--- src/rtl/zhegalkin_pkg.sv ---
// Shared definitions for the Zhegalkin (ANF) transform/evaluate family:
// FSM states, default variable count and the monomial-subset test.
package zhegalkin_pkg;

  localparam int unsigned N_DEFAULT = 3;
  localparam int unsigned SUBSET_W  = 8;

  typedef enum logic [1:0] {
    ST_IDLE = 2'd0,
    ST_EVAL = 2'd1,
    ST_DONE = 2'd2
  } state_e;

  // Monomial m contributes to f(x) exactly when every variable of m is set in x.
  function automatic logic subset(input logic [SUBSET_W-1:0] m, input logic [SUBSET_W-1:0] x);
    return ((m & ~x) == {SUBSET_W{1'b0}});
  endfunction

endpackage

--- src/rtl/zhegalkin_eval.sv ---
// Serial Zhegalkin polynomial evaluator: for each accepted x, XORs the
// coefficients of all monomials contained in x, one monomial per enabled cycle.
module zhegalkin_eval
  import zhegalkin_pkg::*;
#(
  parameter  int unsigned N = N_DEFAULT,
  localparam int unsigned W = 2**N
) (
  input  logic         clk,
  input  logic         reset,
  input  logic         enable,
  input  logic         coef_load,
  input  logic [W-1:0] coef,
  input  logic         x_valid,
  output logic         x_ready,
  input  logic [N-1:0] x,
  output logic         y_valid,
  input  logic         y_ready,
  output logic         y,
  output logic         busy
);

  state_e       state_q, state_d;
  logic [W-1:0] coef_q, coef_d;
  logic         acc_q, acc_d;
  logic [N-1:0] m_q, m_d;
  logic [N-1:0] x_q, x_d;
  logic         y_valid_q, y_valid_d;
  logic         y_q, y_d;
  logic         busy_q, busy_d;

  // Gated by reset so nothing is offered while the block is held in reset.
  assign x_ready = reset & (state_q == ST_IDLE) & enable & ~coef_load;

  // Next-state, datapath and registered-output computation.
  always_comb begin
    state_d = state_q;
    coef_d  = coef_q;
    acc_d   = acc_q;
    m_d     = m_q;
    x_d     = x_q;
    case (state_q)
      ST_IDLE: begin
        if (enable && coef_load) begin
          coef_d = coef;
        end else if (enable && x_valid) begin
          x_d     = x;
          acc_d   = 1'b0;
          m_d     = '0;
          state_d = ST_EVAL;
        end else begin
          state_d = ST_IDLE;
        end
      end
      ST_EVAL: begin
        if (enable) begin
          if (subset(SUBSET_W'(m_q), SUBSET_W'(x_q))) begin
            acc_d = acc_q ^ coef_q[m_q];
          end else begin
            acc_d = acc_q;
          end
          if (m_q == N'(W - 1)) begin
            state_d = ST_DONE;
          end else begin
            m_d = m_q + N'(1);
          end
        end else begin
          state_d = ST_EVAL;
        end
      end
      // The result handshake is honoured even while enable is low.
      ST_DONE: begin
        if (y_ready) begin
          state_d = ST_IDLE;
        end else begin
          state_d = ST_DONE;
        end
      end
      default: begin
        state_d = ST_IDLE;
      end
    endcase
    y_valid_d = (state_d == ST_DONE);
    y_d       = (state_d == ST_DONE) ? acc_d : 1'b0;
    busy_d    = (state_d != ST_IDLE);
  end

  // State and output registers.
  always_ff @(posedge clk or negedge reset) begin
    if (!reset) begin
      state_q   <= ST_IDLE;
      coef_q    <= '0;
      acc_q     <= 1'b0;
      m_q       <= '0;
      x_q       <= '0;
      y_valid_q <= 1'b0;
      y_q       <= 1'b0;
      busy_q    <= 1'b0;
    end else begin
      state_q   <= state_d;
      coef_q    <= coef_d;
      acc_q     <= acc_d;
      m_q       <= m_d;
      x_q       <= x_d;
      y_valid_q <= y_valid_d;
      y_q       <= y_d;
      busy_q    <= busy_d;
    end
  end

  assign y_valid = y_valid_q;
  assign y       = y_q;
  assign busy    = busy_q;

endmodule

--- config.mk ---
export PLATFORM = sky130hd
export DESIGN_NAME = zhegalkin_eval
export DESIGN_NICKNAME = d
export VERILOG_FILES = /design/src/rtl/zhegalkin_pkg.sv /design/src/rtl/zhegalkin_eval.sv
export SDC_FILE = /design/constraint.sdc
export NUM_CORES = 1
export LEC_CHECK = 0
export CAP_MARGIN = 10
export CELL_PAD_IN_SITES_DETAIL_PLACEMENT = 0
export CELL_PAD_IN_SITES_GLOBAL_PLACEMENT = 1
export CORE_UTILIZATION = 38
export DETAILED_ROUTE_END_ITERATION = 16
export HOLD_SLACK_MARGIN = 0.02
export PLACE_DENSITY_LB_ADDON = 0.08
export SYNTH_ARGS = -nofsm -noshare
export SYNTH_HDL_FRONTEND = slang
export SYNTH_SLANG_ARGS = --single-unit
export TNS_END_PERCENT = 1
--- constraint.sdc ---
create_clock -name clk -period 2.2 [get_ports clk]
set_input_delay 0.55 -clock clk [delete_from_list [all_inputs] [get_ports clk]]
set_output_delay 0.55 -clock clk [all_outputs]
set_load 0.005 [all_outputs]
==> impl_results.md <==
* Core area at 2450 sq um
* Post-synthesis sequential area ratio at 0.510
* Buffers on Ports at 20
* Initial antenna violation count at 0
* Crit path max fanout at 2
* Final min period at 2140 ps
* Rel. slew slack at 0.739
* Actual slew at the worst max-slew pin at 388 ps
* Fin. Hold Viols at 0
* Required @ worst endpoint at 1650 ps
* Worst Hold Margin at 485 ps
* Cell leakage power at 0.598 nW
* Via count at 716
* Clock sinks at 20
* Filler cells at 222
* Nets@finish at 133
* Largest area contributor in the netlist: dfrtp_1
* Setup crit end kind: output port
* Status: finished, final reports clean
* Cell variety after synth at 29
* Main synth FF type: dfrtp_1
* I/O pin cnt at 21
* Number of global-route vias before repair at 685
* # H-tree levels at 1
* Hold Crit Class: flop to flop
* Multi-input gate area in the final layout at 459 sq um
* Met2 usage at 0.251
* Met1 Resource Use GR at 0.207
* Largest net degree at the start of global routing at 21
* Count of final max-slew check failures at 0
* Synth top area share at 0.510
* P&R area growth vs syn at 35.8%
* DR vias/cell at 5.04
* CTS Buf Count at 3
* Clk Latency, worst-skew pair at 300 ps
* Place WS at -435 ps
* Post-synth EDFFs at 0
* Routed wire length at 1890 microns
* Maxcap violations at 0
* Die Area at 2790 sq um
* Gr usage total at 0.158
* Overflow after GRT at 0
* Commonest cells after routing, fill and taps aside: dfrtp_1, clkdlybuf4s50_1, buf_4
* Row count at 18
* Final Skew at 4.21 ps
* Post-synth ARST share at 1.00
* First-pass GRT wire length at 3030 microns
* Avg Cell Area, Syn at 12.1 sq um
* Post-synthesis cell count at 81
* Final setup violation count at 0
* Pre-antenna DRT Iters at 4
* Wire length per cell at 13.3 microns
* Initial Util at 0.400
* Number of DRC markers in iteration 0 at 3
* Pwr Density at 997 nW/um^2
* CP Class: input port to output port
* ANT cells at 0
* Worst EP arrival at 1590 ps
* CTS tree: done
* Die Width at 52.8 microns
* Final HPWL DP at 1430 microns
* Layout cells sized above 1 at 0.232
* CTS Hold Buffers Added at 0
* Final WS setup at 57.6 ps
* CTS root buffer: clkbuf_4
* Gpl congestion at 0.775
* Chip height at 52.8 microns
* Post-route ant nets at 0
* Ranking of synthesized cells by area: dfrtp_1, mux2_2, mux2_1
* Grt peak-use layer: met2
* Clock transition at path regs at 100 ps
* Net Count, Synth at 100
* Register bit total from synthesis at 20
* Register area at 500 sq um
* Residual DRC at 0
* CTS Buffer Depth at 2
* RSZ-0062 raised after global routing: false
* Peak supply drop at 0.602 mV
* Startpoint Class: input port
* Fin crit share at 0.974
* Fmax achieved at 467 MHz
* Synthesized area at 981 sq um
* Synth warn at 0
* Most common cell after layout, fill and taps aside: dfrtp_1
* Met3 GRT Util at 0.0348
* Post-Route Setup TNS at 0 ps
-- per-layer routing --
layer / routed length, microns / up-vias
met2: 933 / 16
met5: 0 / -
met1: 850 / 341
met3: 70 / 5
met4: 30 / 0
li1: - / 354
-- power by group --
part           total [mW]  internal (mW)  switching (mW)
clock               0.174         0.0639           0.110
sequential          0.637          0.523           0.114
combinational       0.518          0.325           0.193
total                1.33          0.912           0.417
-- kinds of logic after synthesis --
logic type / Yosys count / synth area share
AOI/OAI and AO/OA: 13 / 0.0893
adders and majority gates: 2 / 0.0255
buffers and inverters: 7 / 0.0281
DFF: 20 / 0.510
muxes: 14 / 0.190
and+or+nand+nor: 25 / 0.157
-- per-stage QoR --
step	std cells	utilization	cell area [sq um]	total power [mW]
6_report	142	0.543	1330	1.33
5_1_grt	142	0.543	1330	1.44
4_1_cts	142	0.542	1330	1.35
3_5_place_dp	136	0.521	1280	1.16
3_3_place_gp	136	0.521	1280	1.15
2_1_floorplan	81	-	981	0.977
-- Yosys cell counts, drive strengths merged, types with 2 or more instances --
library cell,count
a21oi,2
clkbuf,2
nand3,2
or4,2
ha,2
mux4,2
nand2,8
inv,4
o21ai,5
dfrtp,20
mux2,11
nor2b,5
nor2,2
-- sequential cells by signal, indices dropped and copies added (netlist names) --
name / count
y: 1
acc_q: 1
busy: 1
state_q: 2
y_valid: 1
coef_q: 8
x_q: 3
m_q: 3
-- what timing repair did --
item | 4_1_cts | 5_1_grt
resized for setup | 5 | 1
pin swaps | 1 | 1
buffers inserted | 3 | 0
setup endpoints to repair | 1 | 1
-- final timing paths --
| path | cells past startpoint | end | start | slack [ps] |
|---|---|---|---|---|
| setup / recovery | 4 | x_ready | reset | 60 |
| setup reg to reg | 9 | coef_q[5] | state_q[1] | 250 |
| max in group asynchronous | 2 | x_q[1] | reset | 1390 |
| min in group asynchronous | 2 | state_q[0] | reset | 600 |
| hold reg to reg | 1 | coef_q[3] | coef_q[3] | 480 |
| hold / removal | 1 | coef_q[3] | coef_q[3] | 480 |
-- critical path: stages --
cell	delay, ps
clkdlybuf4s50_1	470
nor4b_2	220
buf_4	160
clkdlybuf4s15_2	200
-- final cells by class --
class,count,share of cell area
flip-flops and latches,20,0.376
multi-input cells,54,0.345
repair buffers,31,0.223
well taps,30,0.0282
clock buffers,3,0.0169
inverters,4,0.0113
(Power assumes the default switching activity.)
